## config.mk

```make
export PLATFORM = sky130hd
export DESIGN_NAME = signal_deposit_sequencer
export DESIGN_NICKNAME = d
export VERILOG_FILES = /design/src/rtl/signal_deposit_sequencer_pkg.sv /design/src/rtl/signal_saturator.sv /design/src/rtl/signal_deposit_sequencer.sv
export SDC_FILE = /design/constraint.sdc
export NUM_CORES = 1
export LEC_CHECK = 0
export BUFFER_PORTS_ARGS = -buffer_cell sky130_fd_sc_hd__buf_2
export CORE_ASPECT_RATIO = 1.5
export CORE_UTILIZATION = 25
export DETAILED_ROUTE_END_ITERATION = 7
export PLACE_DENSITY_LB_ADDON = 0.25
export SYNTH_ARGS = -nofsm -noshare
export SYNTH_HDL_FRONTEND = slang
export SYNTH_SLANG_ARGS = --single-unit
export TNS_END_PERCENT = 30
```

## constraint.sdc

```tcl
create_clock -name Clk -period 2 [get_ports Clk]
set_clock_uncertainty 0.2 [all_clocks]
set_input_delay 0.1 -clock Clk [delete_from_list [all_inputs] [get_ports Clk]]
set_output_delay 0.1 -clock Clk [all_outputs]
set_load 0.005 [all_outputs]
```

## src/rtl/signal_deposit_sequencer_pkg.sv

```systemverilog
// rtl/signal_deposit_sequencer_pkg.sv - shared types, constants and saturating helpers for the deposit sequencer
// Decay states exist only when SIGNAL_DECAY_EN is defined.
package signal_deposit_sequencer_pkg;

    localparam int ANT_bits     = 16;
    localparam int X_bits       = 8;
    localparam int Y_bits       = 8;
    localparam int SIGNAL_bits  = 4;
    localparam int SIGNAL_MAX   = (1 << SIGNAL_bits) - 1;
    localparam int ANT_SEL_bits = $clog2(ANT_bits);

    typedef enum logic [3:0] {
        S_IDLE,
        S_SELECT,
        S_READ,
        S_WAIT,
        S_WRITE,
        S_DONE
`ifdef SIGNAL_DECAY_EN
        ,
        S_DK_READ,
        S_DK_WAIT,
        S_DK_WRITE
`endif
    } state_e;

    function automatic logic [SIGNAL_bits-1:0] sat_add(input logic [SIGNAL_bits-1:0] a,
                                                       input logic [SIGNAL_bits-1:0] b);
        logic [SIGNAL_bits:0] s;
        s = {1'b0, a} + {1'b0, b};
        return s[SIGNAL_bits] ? SIGNAL_bits'(SIGNAL_MAX) : s[SIGNAL_bits-1:0];
    endfunction

    function automatic logic [SIGNAL_bits-1:0] sat_sub(input logic [SIGNAL_bits-1:0] a,
                                                       input logic [SIGNAL_bits-1:0] b);
        return (a > b) ? (a - b) : '0;
    endfunction

endpackage

```

## src/rtl/signal_saturator.sv

```systemverilog
// rtl/signal_saturator.sv - combinational saturating add/subtract shared by the deposit and decay writes
module signal_saturator #(
    parameter int W = 4
) (
    input  logic [W-1:0] value,
    input  logic [W-1:0] amount,
    input  logic         sub_mode,
    output logic [W-1:0] result
);

    logic [W:0] sum;

    // The carry out of the W+1 bit sum is the overflow indicator for the clamp.
    always_comb begin
        sum = {1'b0, value} + {1'b0, amount};
        if (sub_mode) begin
            result = (value > amount) ? (value - amount) : '0;
        end else begin
            result = sum[W] ? '1 : sum[W-1:0];
        end
    end

endmodule

```

## src/rtl/signal_deposit_sequencer.sv

```systemverilog
// rtl/signal_deposit_sequencer.sv - walks all ants and deposits saturating trail signal into the shared map
// Optional decay sweep after the ant loop is enabled by defining SIGNAL_DECAY_EN.
module signal_deposit_sequencer #(
    parameter int N_ANTS      = 16,
    parameter int X_bits      = 8,
    parameter int Y_bits      = 8,
    parameter int SIGNAL_bits = 4,
    parameter int GRID_W      = 160,
    parameter int GRID_H      = 120,
    parameter int DEPOSIT     = 4,
    parameter int DECAY       = 1
) (
    input  logic                      Clk,
    input  logic                      RESET,
    input  logic                      start,
    output logic [$clog2(N_ANTS)-1:0] ant_sel,
    input  logic [X_bits-1:0]         ant_X,
    input  logic [Y_bits-1:0]         ant_Y,
    input  logic                      ant_mouthFull,
    output logic [X_bits+Y_bits-1:0]  mem_addr,
    output logic                      mem_rd_en,
    input  logic [SIGNAL_bits-1:0]    mem_rd_data,
    output logic                      mem_wr_en,
    output logic [SIGNAL_bits-1:0]    mem_wr_data,
    output logic                      busy,
    output logic                      global_writing_flag
);

    import signal_deposit_sequencer_pkg::*;

    localparam int SEL_W = $clog2(N_ANTS);
    localparam logic [SEL_W-1:0] LAST_ANT = SEL_W'(N_ANTS - 1);
`ifdef SIGNAL_DECAY_EN
    localparam state_e LOOP_EXIT = S_DK_READ;
`else
    localparam state_e LOOP_EXIT = S_DONE;
`endif

    state_e                 state_q, state_d;
    logic [SEL_W-1:0]       sel_q, sel_d;
    logic [X_bits-1:0]      x_q, x_d;
    logic [Y_bits-1:0]      y_q, y_d;
    logic [SIGNAL_bits-1:0] val_q, val_d;
    logic                   flag_q, flag_d;
    logic                   advance;
    logic                   in_range;
    logic                   sub_mode;
    logic [SIGNAL_bits-1:0] sat_amount;
    logic [SIGNAL_bits-1:0] sat_result;

    assign in_range = ({1'b0, ant_X} < (X_bits+1)'(GRID_W)) &&
                      ({1'b0, ant_Y} < (Y_bits+1)'(GRID_H));
    assign sat_amount = sub_mode ? SIGNAL_bits'(DECAY) : SIGNAL_bits'(DEPOSIT);

    signal_saturator #(.W(SIGNAL_bits)) u_saturator (
        .value    (val_q),
        .amount   (sat_amount),
        .sub_mode (sub_mode),
        .result   (sat_result)
    );

    always_comb begin
        state_d   = state_q;
        sel_d     = sel_q;
        x_d       = x_q;
        y_d       = y_q;
        val_d     = val_q;
        flag_d    = (state_q == S_DONE);
        advance   = 1'b0;
        mem_rd_en = 1'b0;
        mem_wr_en = 1'b0;
        sub_mode  = 1'b0;
        case (state_q)
            // The flag cycle is spent in IDLE, so a start coinciding with it is dropped here.
            S_IDLE: begin
                if (start && !flag_q) begin
                    sel_d   = '0;
                    state_d = S_SELECT;
                end
            end
            S_SELECT: begin
                if (ant_mouthFull && in_range) begin
                    x_d     = ant_X;
                    y_d     = ant_Y;
                    state_d = S_READ;
                end else begin
                    advance = 1'b1;
                end
            end
            S_READ: begin
                mem_rd_en = 1'b1;
                state_d   = S_WAIT;
            end
            S_WAIT: begin
                val_d   = mem_rd_data;
                state_d = S_WRITE;
            end
            S_WRITE: begin
                mem_wr_en = 1'b1;
                advance   = 1'b1;
            end
            S_DONE: begin
                state_d = S_IDLE;
            end
`ifdef SIGNAL_DECAY_EN
            S_DK_READ: begin
                mem_rd_en = 1'b1;
                state_d   = S_DK_WAIT;
            end
            S_DK_WAIT: begin
                val_d   = mem_rd_data;
                state_d = S_DK_WRITE;
            end
            S_DK_WRITE: begin
                mem_wr_en = 1'b1;
                sub_mode  = 1'b1;
                state_d   = S_DK_READ;
                if (x_q == X_bits'(GRID_W - 1)) begin
                    x_d = '0;
                    if (y_q == Y_bits'(GRID_H - 1)) begin
                        state_d = S_DONE;
                    end else begin
                        y_d = y_q + Y_bits'(1);
                    end
                end else begin
                    x_d = x_q + X_bits'(1);
                end
            end
`endif
            default: state_d = S_IDLE;
        endcase

        if (advance) begin
            if (sel_q == LAST_ANT) begin
                state_d = LOOP_EXIT;
`ifdef SIGNAL_DECAY_EN
                x_d = '0;
                y_d = '0;
`endif
            end else begin
                sel_d   = sel_q + SEL_W'(1);
                state_d = S_SELECT;
            end
        end
    end

    always_ff @(posedge Clk) begin
        if (RESET) begin
            state_q <= S_IDLE;
            sel_q   <= '0;
            x_q     <= '0;
            y_q     <= '0;
            val_q   <= '0;
            flag_q  <= 1'b0;
        end else begin
            state_q <= state_d;
            sel_q   <= sel_d;
            x_q     <= x_d;
            y_q     <= y_d;
            val_q   <= val_d;
            flag_q  <= flag_d;
        end
    end

    assign ant_sel             = sel_q;
    assign mem_addr            = {y_q, x_q};
    assign mem_wr_data         = mem_wr_en ? sat_result : '0;
    assign busy                = (state_q != S_IDLE) || flag_q;
    assign global_writing_flag = flag_q;

endmodule

```

==> Flow_metrics.wiki, run 1 <==
{| class="wikitable"
! Metric !! Value
|-
| Result of the run || finished clean
|-
| Die ar. || 5620 µm²
|-
| GR met3 Demand/Resource || roughly 2.6%
|-
| Cells after synthesis || 144
|-
| FMAX || 0.559 GHz
|-
| Worst path cell trace || dlygate4sd3_1 > buf_2 > o21ai_2 > nand4_4 > mux2i_1 > nor2_1
|-
| Slew HR || ~66%
|-
| First-pass GRT wire length || 5620 µm
|-
| Number of clock buffers inserted by TritonCTS || 3
|-
| Power per Cell Area || 651 nW/µm²
|-
| Filler cell count || approximately 580
|-
| Number of antenna cells inserted || 0
|-
| Clock-pin transition on the worst setup and hold timing paths || around 100 ps
|-
| Detailed Routing Iterations Pass 1 || 3
|-
| Total via count in the routed design || 1264
|-
| Number of enable-type register cells in the synthesized netlist || 0
|-
| # setup viols final || 0
|-
| Critical-path cell with the highest stage delay || dlygate4sd3_1
|-
| Floorplan Core Area || 5120 µm²
|-
| Total number of yosys warnings || 0
|-
| Antenna violations before repair || 0
|-
| Met2 Track Usage GR || 23.0%
|-
| Syn avg cell area || between 9 and 10 µm²
|-
| Standard-cell rows || 32
|-
| Wire length after detailed routing || about 3400 µm
|-
| Clock latency on the worst-skew pair || 270 ps
|-
| Combinational group share of total power || 21.9%
|-
| NetSw || 0.344 mW
|-
| Adder and majority gate portion of the synthesized area || less than 1%
|-
| I/O pin total || 52
|-
| Start point of the critical path || ant_X[5]
|-
| Setup slack of the worst register-to-register path || 220 ps
|-
| Die extent in y || 91.3 µm
|-
| Post-synthesis cell area || 1330 µm²
|-
| Path class of the lowest-slack min-delay path || primary input to flip-flop
|-
| Clock period minus worst slack || 1790 ps
|-
| Worst Path Required || between 1500 and 2000 ps
|-
| Lkg Pwr || 0.943 nW
|-
| Hold path start || RESET
|-
| Instance area at placement || 1650 µm²
|-
| Starting utilization of the core area || 26.0%
|-
| Critical R2R Launch || state_q[0]
|-
| Reg-to-Reg End || y_q[2]
|-
| Maximum number of pins on one net before global-route repair || 30
|-
| Internal || 0.897 mW
|-
| Iteration-0 DRC Markers || 23
|-
| Final #Nets || 241
|-
| Crit path DAT || 1740 ps
|-
| Synthesized-area fraction occupied by ao, oa, aoi and oai cells || 14.5%
|-
| Worst reg2reg path depth || 4
|-
| Grt ovf || 0
|-
| Parity-gate share of the synthesized area counting xor and xnor cells || 1.32%
|-
| Number of global-route vias before repair || about 1.3k
|-
| Most frequent cells after synthesis || 28 x dfxtp_1, 24 x nor2_1, 15 x mux2i_1
|-
| Most crowded layer after global routing || met2
|-
| Fraction of synthesis flops using an asynchronous set or reset pin || 0%
|-
| Sw frac || 27.7%
|-
| Chip Width || 61.6 µm
|-
| Worst hold path stage count || 2
|-
| Via-per-instance ratio || 4.47
|-
| Final cycle utilization of the critical path || 89.4%
|-
| Net count after synthesis || 169
|-
| Endpoints failing hold || 0
|-
| Part of the power in the clock network || ~28%
|-
| Fraction of final layout cells sized beyond drive strength 1 || ~32%
|-
| Final slew viol count || 0
|-
| Placer congestion estimate || between 0.7 and 0.8
|-
| Area share of the largest cell type after synthesis || 42.1%
|-
| Synthesis-to-finish area growth || 43.4%
|-
| Biggest cell delay along the critical path || between 500 and 600 ps
|-
| Type of the setup path with the least slack || primary input to flip-flop
|-
| Least-Margin Pin Slew || 512 ps
|-
| Largest fanout on the critical path || 16
|-
| Cell taking the most area after synthesis || dfxtp_1
|-
| Count of port buffers added during placement || between 50 and 60
|-
| Cell area after layout || between 1500 and 2000 µm²
|-
| Flops & latches, synth || 28
|-
| Prevailing post-synth register cell || dfxtp_1
|-
| Number of levels the H-tree was split into || 1
|-
| Overall track demand over capacity in global routing || approximately an eighth
|-
| Capture endpoint of the worst hold path || x_q[3]
|-
| Register area share after synthesis || 42.1%
|-
| Num Clock Sinks || 28
|-
| Type of origin of the critical path || primary input
|-
| Final sum of negative setup slack || 0 ps
|-
| Setup repair after global routing missed its margin || no
|-
| Largest delay share family, worst path || buffers and inverters
|-
| Buffering stage count on the worst path with inverters included || 2
|-
| Detail-routed net length per standard cell || 11.9 µm
|-
| Count of different cell masters after synthesis || 39
|-
| Leading cell type by number of instances after synthesis || dfxtp_1
|-
| Met1 capacity usage during global routing || around 14%
|-
| DRC || 0
|-
| Main combinational cell family by area after synthesis || simple AND/OR/NAND/NOR gates
|-
| Max-cap violation count || 0
|-
| Final antenna-violating net count || 0
|-
| Clock tree from TritonCTS || built
|-
| Setup fix buffers added after clock tree synthesis || 0
|-
| Post-DP HPWL || 2330 µm
|-
| Mux cell area share after synthesis || 11.3%
|-
| CP endpoint kind || flip-flop
|-
| Power share of the sequential group || 49.9%
|-
| Most area-consuming cells after synthesis || dfxtp_1 42%, mux2i_1 11%, nor2_1 6.8%
|-
| Largest vdd supply drop || between 0.3 and 0.4 mV
|-
| Clock root buffer master || clkbuf_8
|-
| Simple-Gate Fraction of Synth Area || 24.9%
|-
| Number of buffers on the longest clock path || 2
|}
final cells by class:
| class | count | area (µm²) | area share [%] |
|---|---|---|---|
| Multi-Input combinational cell | 104 | 708 | 37.1 |
| Sequential cell | 28 | 562 | 29.5 |
| Timing Repair Buffer | 74 | 478 | 25.1 |
| Tap cell | 68 | 85.1 | 4.46 |
| Clock buffer | 4 | 55.1 | 2.89 |
| Inverter | 5 | 18.8 | 0.984 |
worst max-delay path by stage:
stage,to,cells past startpoint
final,y_q[2],6
after global routing,y_q[6],4
after CTS,x_q[7],6
after detailed placement,x_q[7],4
after global placement,y_q[5],4
after floorplan,x_q[2],6
cells in the final DEF (no fill, tap or decap), types with 2 or more instances in the layout:
cell	synthesis	layout
nor2_1	24	24
o211ai_1	3	3
mux2i_1	15	15
buf_2	1	51
nand2b_1	3	3
nor3_1	3	3
nand2_1	10	10
inv_1	5	5
o21ai_2	1	2
nand3_1	5	5
buf_4	1	3
a221oi_1	3	3
a21oi_1	10	10
dfxtp_1	28	27
clkbuf_8	0	4
dlygate4sd3_1	0	20
nand4_4	2	2
o21ai_1	3	2
and3_1	2	2
what timing repair did:
item,4_1_cts,5_1_grt
hold endpoints to repair,21,0
hold buffers,20,0
gates resized for setup,0,2
endpoints found under the setup margin,0,16
metal layers:
metal	routed length, µm	up-vias	share of wire (%)
met5	0	-	0
met4	27	0	0.80
met3	150	2	4.5
met2	1830	32	54
met1	1350	588	40
li1	-	642	-
metrics by stage:
stage               worst slack, ps  cells  hold WS (ps)  power (mW)  utilization [%]
floorplan                       463    144          43.9       0.781                -
global placement                255    259           129       0.874             32.1
detailed placement              189    259           141       0.873             32.1
CTS                            70.4    283          76.4        1.26             37.1
global route                   86.5    283           101        1.31             37.2
finish                          211    283          73.8        1.24             37.2
power groups by stage:
| stage | clock [mW] | combinational (mW) | sequential, mW |
|---|---|---|---|
| floorplan | 0 | 0.166 | 0.615 |
| global placement | 0 | 0.243 | 0.631 |
| detailed placement | 0 | 0.241 | 0.632 |
| CTS | 0.370 | 0.271 | 0.619 |
| global route | 0.386 | 0.303 | 0.623 |
| finish | 0.351 | 0.271 | 0.619 |
sequential cells by signal (all words and copies together) (netlist names):
signal / count
state_q: 3
val_q: 4
global_writing_flag: 1
x_q: 8
y_q: 8
ant_sel: 4
logic make-up (layout without fill, tap and decap cells):
family	Yosys count	count (layout)
adders and majority gates	1	1
xor gates and xnor gates	2	2
AOI/OAI and AO/OA	27	27
and+or+nand+nor	59	59
muxes	15	15
buffers and inverters	12	83
DFF	28	28
worst reg2reg max path: stages, from the launching register on:
cell and delay (ps):
dfxtp_1 510, nor3b_2 280, nand4_4 340, mux2i_1 270, nor2_1 60
No activity file was read; power rests on OpenSTA's default activity.
==> run 2: changes to the inputs <==
Settings changed: PLACE_DENSITY set to 0.54, PLACE_DENSITY_LB_ADDON 0.25 to not set.
==> run 2 against run 1 <==
Combinational power down 5%. Critical path depth fell by 2. Sequential share of layout area up 0.12 points. Utilization down 0.15 points. Non-clock buffer count shrank 1. Cell area shrank 0.39%. Register-to-register slack worse by 20 ps. First-iteration DRC count is 43% lower. Highest routed layer unchanged. Worst hold slack hardly changed.
==> Flow_metrics.wiki, run 2 (same netlist as run 1, synthesis figures left out) <==
{| class="wikitable"
! Metric !! Value
|-
| Result of the run || finished clean
|-
| Largest regs || x_q: 8 flops, y_q: 8 flops
|-
| Overall track demand over capacity in global routing || 13.0% (+0.15 points)
|-
| Post-DP HPWL || 2290 µm (-1.6%)
|-
| Largest fanout on the critical path || 16 (unchanged)
|-
| Crit. path cell count || 4 (-2)
|-
| Slew HR || 65.1% (-0.82 points)
|-
| Path class of the lowest-slack min-delay path || primary input to flip-flop
|-
| Starting utilization of the core area || 26.0% (unchanged)
|-
| First-pass GRT wire length || 5490 µm (-2.3%)
|-
| Clock root buffer master || clkbuf_8
|-
| Power share of the sequential group || 50.5% (+0.6 points)
|-
| Via-per-instance ratio || 4.42 (-1.0%)
|-
| Clock tree from TritonCTS || built
|-
| Lkg Pwr || 0.937 nW (-0.56%)
|-
| Final sum of negative setup slack || 0 ps (unchanged)
|-
| Number of global-route vias before repair || 1220 (-7.4%)
|-
| DRC || 0 (unchanged)
|-
| Worst hold slack || 74.1 ps (+0.314 ps)
|-
| Iteration-0 DRC Markers || 13 (-43%)
|-
| Synthesis-to-finish area growth || 42.8%
|-
| Clock period minus worst slack || 1800 ps (+6.54 ps)
|-
| Final #Nets || 240 (-0.41%)
|-
| Count of port buffers added during placement || 51 (unchanged)
|-
| Endpoints failing hold || 0 (unchanged)
|-
| Clock-pin transition on the worst setup and hold timing paths || 100 ps (about the same)
|-
| Largest vdd supply drop || 0.352 mV (+0.19%)
|-
| Chip Width || 61.6 µm (unchanged)
|-
| Internal || 0.893 mW (-0.50%)
|-
| Commonest cells after routing, fill and taps aside || 51 x buf_2, 27 x dfxtp_1, 24 x nor2_1
|-
| Final cycle utilization of the critical path || 89.8% (+0.33 points)
|-
| Crit path DAT || 1760 ps (+20 ps)
|-
| Number of buffers on the longest clock path || 2 (unchanged)
|-
| Floorplan Core Area || 5120 µm² (unchanged)
|-
| Wire length after detailed routing || 3230 µm (-3.7%)
|-
| Number of levels the H-tree was split into || 1 (unchanged)
|-
| Worst path cell trace || nor3b_2 > nand4_4 > mux2i_1 > nor2_1
|-
| Fraction of final layout cells sized beyond drive strength 1 || 31.8% (-0.32 points)
|-
| Power per Cell Area || 652 nW/µm² (+0.13%)
|-
| Final antenna-violating net count || 0 (unchanged)
|-
| Most common cell after layout, fill and taps aside || buf_2
|-
| CP endpoint kind || flip-flop
|-
| Detailed Routing Iterations Pass 1 || 3 (unchanged)
|-
| Final slew viol count || 0 (unchanged)
|-
| Setup slack of the worst register-to-register path || 200 ps (-20 ps)
|-
| Standard-cell rows || 32 (unchanged)
|-
| Setup repair after global routing missed its margin || no
|-
| FMAX || 0.557 GHz (-0.36%)
|-
| Die extent in y || 91.3 µm (unchanged)
|-
| Type of the setup path with the least slack || flip-flop to flip-flop
|-
| Worst hold path stage count || 2 (unchanged)
|-
| NetSw || 0.345 mW (+0.37%)
|-
| Critical-path cell with the highest stage delay || dfxtp_1
|-
| Placer congestion estimate || 0.823 (+3.7%)
|-
| Type of origin of the critical path || flip-flop
|-
| Biggest cell delay along the critical path || 520 ps (about the same)
|-
| Part of the power in the clock network || 28.7% (+0.4 points)
|-
| Sw frac || 27.9% (+0.17 points)
|-
| Least-Margin Pin Slew || 524 ps (+12.4 ps)
|-
| Maximum number of pins on one net before global-route repair || 30 (unchanged)
|-
| Antenna violations before repair || 0 (unchanged)
|-
| Number of clock buffers inserted by TritonCTS || 3 (unchanged)
|-
| Worst Path Required || 1960 ps (about the same)
|-
| Clock latency on the worst-skew pair || 280 ps (about the same)
|-
| Buffering stage count on the worst path with inverters included || 0 (-2)
|-
| Setup fix buffers added after clock tree synthesis || 0 (unchanged)
|-
| Grt ovf || 0 (unchanged)
|-
| Max-cap violation count || 0 (unchanged)
|-
| Largest delay share family, worst path || simple AND/OR/NAND/NOR gates
|-
| Number of antenna cells inserted || 0 (unchanged)
|-
| Detail-routed net length per standard cell || 11.5 µm (-3.3%)
|-
| Total via count in the routed design || 1247 (-1.3%)
|-
| Num Clock Sinks || 28 (unchanged)
|-
| I/O pin total || 52 (unchanged)
|-
| # setup viols final || 0 (unchanged)
|-
| Filler cell count || 566 (-1.7%)
|-
| Worst reg2reg path depth || 4 (unchanged)
|-
| Combinational group share of total power || 20.8% (-1.1 points)
|-
| Die ar. || 5620 µm² (unchanged)
|}
run 2: final timing paths:
check                           startpoint        to
worst max-delay path            state_q[0]    x_q[6]
worst min-delay path                 RESET    y_q[6]
worst max register to register  state_q[0]    x_q[6]
worst min register to register    val_q[1]  val_q[1]
run 2: stage by stage:
stage	util (%)	worst slack (ps)	std cells	power, mW	area (µm²)
final	37.1	205	282	1.24	1900
after global routing	37.1	28.1	282	1.31	1900
after CTS	37.0	56.5	282	1.26	1890
after detailed placement	32.0	198	258	0.868	1640
after global placement	32.0	240	258	0.869	1640
after floorplan	-	463	144	0.781	1330
run 2: power groups by stage:
stage / Clock, mW / Sequential [mW] / Combinational [mW]
after floorplan: 0 / 0.615 / 0.166
after global placement: 0 / 0.637 / 0.231
after detailed placement: 0 / 0.637 / 0.230
after CTS: 0.373 / 0.625 / 0.260
after global routing: 0.388 / 0.630 / 0.290
final: 0.356 / 0.625 / 0.258
run 2: worst reg2reg max path, cell delays in order, from the launching register on:
cell     delay, ps
dfxtp_1        520
nor3b_2        290
nand4_4        340
mux2i_1        270
nor2_1          50
run 2: layer usage:
| layer | wire [µm] | GRT usage, % |
|---|---|---|
| met3 | 95 | 1.57 |
| met5 | 0 | 0 |
| met2 | 1740 | 22.1 |
| met1 | 1330 | 15.0 |
| met4 | 70 | 6.67 |
run 2: layout make-up:
type / count / area [µm²] / area share [%]
multi-input cells: 104 / 708 / 37.3
flip-flops and latches: 28 / 562 / 29.6
repair buffers: 73 / 470 / 24.8
well taps: 68 / 85.1 / 4.48
clock buffers: 4 / 55.1 / 2.90
inverters: 5 / 18.8 / 0.988
run 2: repair_timing:
item / 4_1_cts / 5_1_grt
gates resized for setup: 0 / 2
hold buffers: 20 / 0
endpoints found under the hold margin: 21 / 0
endpoints found under the setup margin: 0 / 19
==> run 3: changes to the inputs <==
Settings changed: CORE_ASPECT_RATIO 1.5 to 1.1, CORE_UTILIZATION 25 to 35, PLACE_DENSITY 0.54 to 0.66, SYNTH_HIERARCHICAL set to 1.
==> run 3 against run 2 <==
Sequential cell count unchanged. Worst hold slack better by 4.8 ps. Sequential power down 3%.
==> Flow_metrics.wiki, run 3 <==
{| class="wikitable"
! Metric !! Value
|-
| Largest vdd supply drop || 0.432 mV (+22%)
|-
| Clock root buffer master || clkbuf_8
|-
| Leading cell type by number of instances after synthesis || nor2_1
|-
| Area share of the largest cell type after synthesis || 34.5% (-7.7 points)
|-
| Starting utilization of the core area || 37.1% (+11 points)
|-
| FMAX || 0.520 GHz (-6.6%)
|-
| Final #Nets || 296 (+23%)
|-
| NetSw || 0.349 mW (+1.2%)
|-
| Largest fanout on the critical path || 4 (-12)
|-
| Commonest cells after routing, fill and taps aside || 51 x buf_2, 29 x nor2_1, 25 x dfxtp_1
|-
| Total via count in the routed design || 1477 (+18%)
|-
| Wire length after detailed routing || 3700 µm (+14%)
|-
| Worst Path Required || 1700 ps (-260 ps)
|-
| Detailed Routing Iterations Pass 1 || 4 (+1)
|-
| Setup slack of the worst register-to-register path || 240 ps (+40 ps)
|-
| Antenna violations before repair || 0 (unchanged)
|-
| Prevailing post-synth register cell || dfxtp_1
|-
| Worst hold slack || 78.9 ps (+4.79 ps)
|-
| Number of buffers on the longest clock path || 2 (unchanged)
|-
| Number of antenna cells inserted || 0 (unchanged)
|-
| Num Clock Sinks || 28 (unchanged)
|-
| Count of different cell masters after synthesis || 45 (+15%)
|-
| Lkg Pwr || 1.19 nW (+27%)
|-
| Floorplan Core Area || 4380 µm² (-15%)
|-
| Internal || 1.01 mW (+13%)
|-
| Number of global-route vias before repair || 1430 (+17%)
|-
| Number of clock buffers inserted by TritonCTS || 3 (unchanged)
|-
| Synthesis-to-finish area growth || 40.5%
|-
| DRC || 0 (unchanged)
|-
| Final antenna-violating net count || 0 (unchanged)
|-
| Post-DP HPWL || 2500 µm (+9.4%)
|-
| Syn avg cell area || 9.04 µm² (-2.2%)
|-
| Power per Cell Area || 593 nW/µm² (-9.1%)
|-
| Cell taking the most area after synthesis || dfxtp_1
|-
| Most frequent cells after synthesis || 29 x nor2_1, 28 x dfxtp_1, 22 x mux2i_1
|-
| Combinational group share of total power || 22.7% (+1.9 points)
|-
| Via-per-instance ratio || 4.70 (+6.4%)
|-
| Type of origin of the critical path || flip-flop
|-
| Minimum setup slack after placement || 190 ps (-8.31 ps)
|-
| Clock-pin transition on the worst setup and hold timing paths || 100 ps (about the same)
|-
| Total number of yosys warnings || 6 (+6)
|-
| Worst hold path stage count || 2 (unchanged)
|-
| Number of enable-type register cells in the synthesized netlist || 0 (unchanged)
|-
| Flops & latches, synth || 28 (unchanged)
|-
| Die ar. || 4920 µm² (-12%)
|-
| Most area-consuming cells after synthesis || dfxtp_1 34%, mux2i_1 14%, ha_1 6.9%
|-
| Final slew viol count || 0 (unchanged)
|-
| Detail-routed net length per standard cell || 11.8 µm (+2.8%)
|-
| I/O pin total || 52 (unchanged)
|-
| Clock latency on the worst-skew pair || 270 ps (about the same)
|-
| Clock period minus worst slack || 1920 ps (+126 ps)
|-
| Placer congestion estimate || 0.830 (+0.85%)
|-
| Worst path cell trace || inv_2 > fa_1 > a21o_1 > o21ai_0 > and2_1 > buf_2
|-
| Fraction of final layout cells sized beyond drive strength 1 || 30.8% (-1.0 points)
|-
| Reg-to-Reg End || y_q[2]
|-
| Part of the power in the clock network || 32.5% (+3.8 points)
|-
| CP endpoint kind || output pin
|-
| Power share of the sequential group || 44.8% (-5.7 points)
|-
| Count of port buffers added during placement || 51 (unchanged)
|-
| Crit path setup slack, layout || 78.3 ps (-126 ps)
|-
| Type of the setup path with the least slack || flip-flop to output pin
|-
| Crit path DAT || 1620 ps (-140 ps)
|-
| End-of-flow core utilization || 52.2% (+15 points)
|-
| Cells after synthesis || 180 (+25%)
|-
| Post-synthesis cell area || 1630 µm² (+22%)
|-
| Setup repair after global routing missed its margin || yes
|-
| Critical R2R Launch || state_q[1]
|-
| Iteration-0 DRC Markers || 54 (+41)
|-
| Slew HR || 65.3% (+0.22 points)
|-
| Chip Width || 67 µm (+8.8%)
|-
| Endpoints failing hold || 0 (unchanged)
|-
| Biggest cell delay along the critical path || 470 ps (-50 ps)
|-
| Max-cap violation count || 0 (unchanged)
|-
| # setup viols final || 0 (unchanged)
|-
| Least-Margin Pin Slew || 521 ps (-3.29 ps)
|-
| Number of levels the H-tree was split into || 1 (unchanged)
|-
| Path class of the lowest-slack min-delay path || primary input to flip-flop
|-
| Register area share after synthesis || 34.5% (-7.7 points)
|-
| Result of the run || finished clean
|-
| Die extent in y || 73.5 µm (-20%)
|-
| Final cycle utilization of the critical path || 96.1% (+6.3 points)
|-
| Fraction of synthesis flops using an asynchronous set or reset pin || 0% (unchanged)
|-
| Hold path start || RESET
|-
| Most common cell after layout, fill and taps aside || buf_2
|-
| Sw frac || 25.8% (-2.1 points)
|-
| First-pass GRT wire length || 6210 µm (+13%)
|-
| Maximum number of pins on one net before global-route repair || 29 (-3.3%)
|-
| Capture endpoint of the worst hold path || y_q[3]
|-
| Worst reg2reg path depth || 4 (unchanged)
|-
| Critical-path cell with the highest stage delay || fa_1
|-
| Clock tree from TritonCTS || built
|-
| Overall track demand over capacity in global routing || 16.3% (+3.3 points)
|-
| Standard-cell rows || 25 (-22%)
|-
| Grt ovf || 0 (unchanged)
|-
| Largest regs || x_q: 8 flops, y_q: 8 flops
|}
-- run 3: cell count changes in the layout (fill, tap and decap cells not counted), sizes merged, moves of 4 or more --
cell	change
inv	+5
ha	+8
and2	+4
mux2i	+7
nor2	+5
conb	+10
-- run 3: repair_timing --
action | CTS | global route
buffers inserted | 0 | 1
setup endpoints to repair | 3 | 3
gates resized for setup | 5 | 9
pin swaps | 0 | 1
hold buffers | 20 | 0
hold endpoints to repair | 21 | 0
-- run 3: logic make-up (layout without fill, tap and decap cells) --
group                    Yosys count  in the layout  share of synthesized area (%)
multiplexers                      22             22                           13.5
adder cells (fa/ha/maj)           11             11                           9.38
buffers and inverters             18             90                           5.46
flip-flops                        28             28                           34.5
AND/OR/NAND/NOR                   72             72                           25.0
other                              2             10                          0.462
XOR/XNOR                           3              3                           1.62
AO/OA/AOI/OAI                     24             24                           10.1
-- run 3: layer usage --
layer / share of wire (%) / GRT usage [%] / routed length, µm / vias to the layer above
met5: 0 / 0 / 0 / -
met4: 1.1 / 4.49 / 41 / 0
met3: 5.8 / 4.04 / 216 / 7
met2: 49 / 28.2 / 1830 / 43
met1: 44 / 19.6 / 1620 / 661
li1: - / - / - / 766
-- run 3: how the worst max path moves through the flow --
stage / depth (start not counted) / from / to / slack, ps
global placement: 7 / val_q[3] / mem_wr_data[0] / 250
CTS: 6 / val_q[2] / mem_wr_data[3] / 1
floorplan: 6 / val_q[3] / mem_wr_data[0] / 380
detailed placement: 7 / val_q[3] / mem_wr_data[0] / 190
finish: 6 / val_q[1] / mem_wr_data[1] / 80
global route: 6 / val_q[1] / mem_wr_data[1] / -20
-- run 3: power by group through the flow --
stage	sequential (mW)	combinational (mW)	clock (mW)
after detailed placement	0.620	0.263	0
after global routing	0.613	0.341	0.481
final	0.607	0.307	0.440
after global placement	0.620	0.261	0
after floorplan	0.612	0.191	0
after CTS	0.608	0.297	0.454
-- run 3: per-stage QoR --
step / instances / TNS [ps] / total power [mW] / area [µm²]
6_report: 314 / 0 / 1.35 / 2280
3_5_place_dp: 289 / 0 / 0.883 / 1960
5_1_grt: 314 / -23.9 / 1.43 / 2280
3_3_place_gp: 289 / 0 / 0.881 / 1960
2_1_floorplan: 188 / 0 / 0.803 / 1660
4_1_cts: 313 / 0 / 1.36 / 2250
-- run 3: area by class of cell --
type,count,area [µm²]
fill,413,2090
multi-input combinational,142,1040
sequential,28,569
timing repair buffer,76,493
tap,54,67.6
clock buffer,3,41.3
inverter,10,40.0
clock inverter,1,30.0
-- run 3: worst max-delay path, delay by kind of cell, from the launching register on --
kind | cells | cell delay [ps]
compound gates | 2 | 220
fa+ha+maj | 1 | 470
buf+inv | 2 | 160
flops | 1 | 370
simple gates | 1 | 130
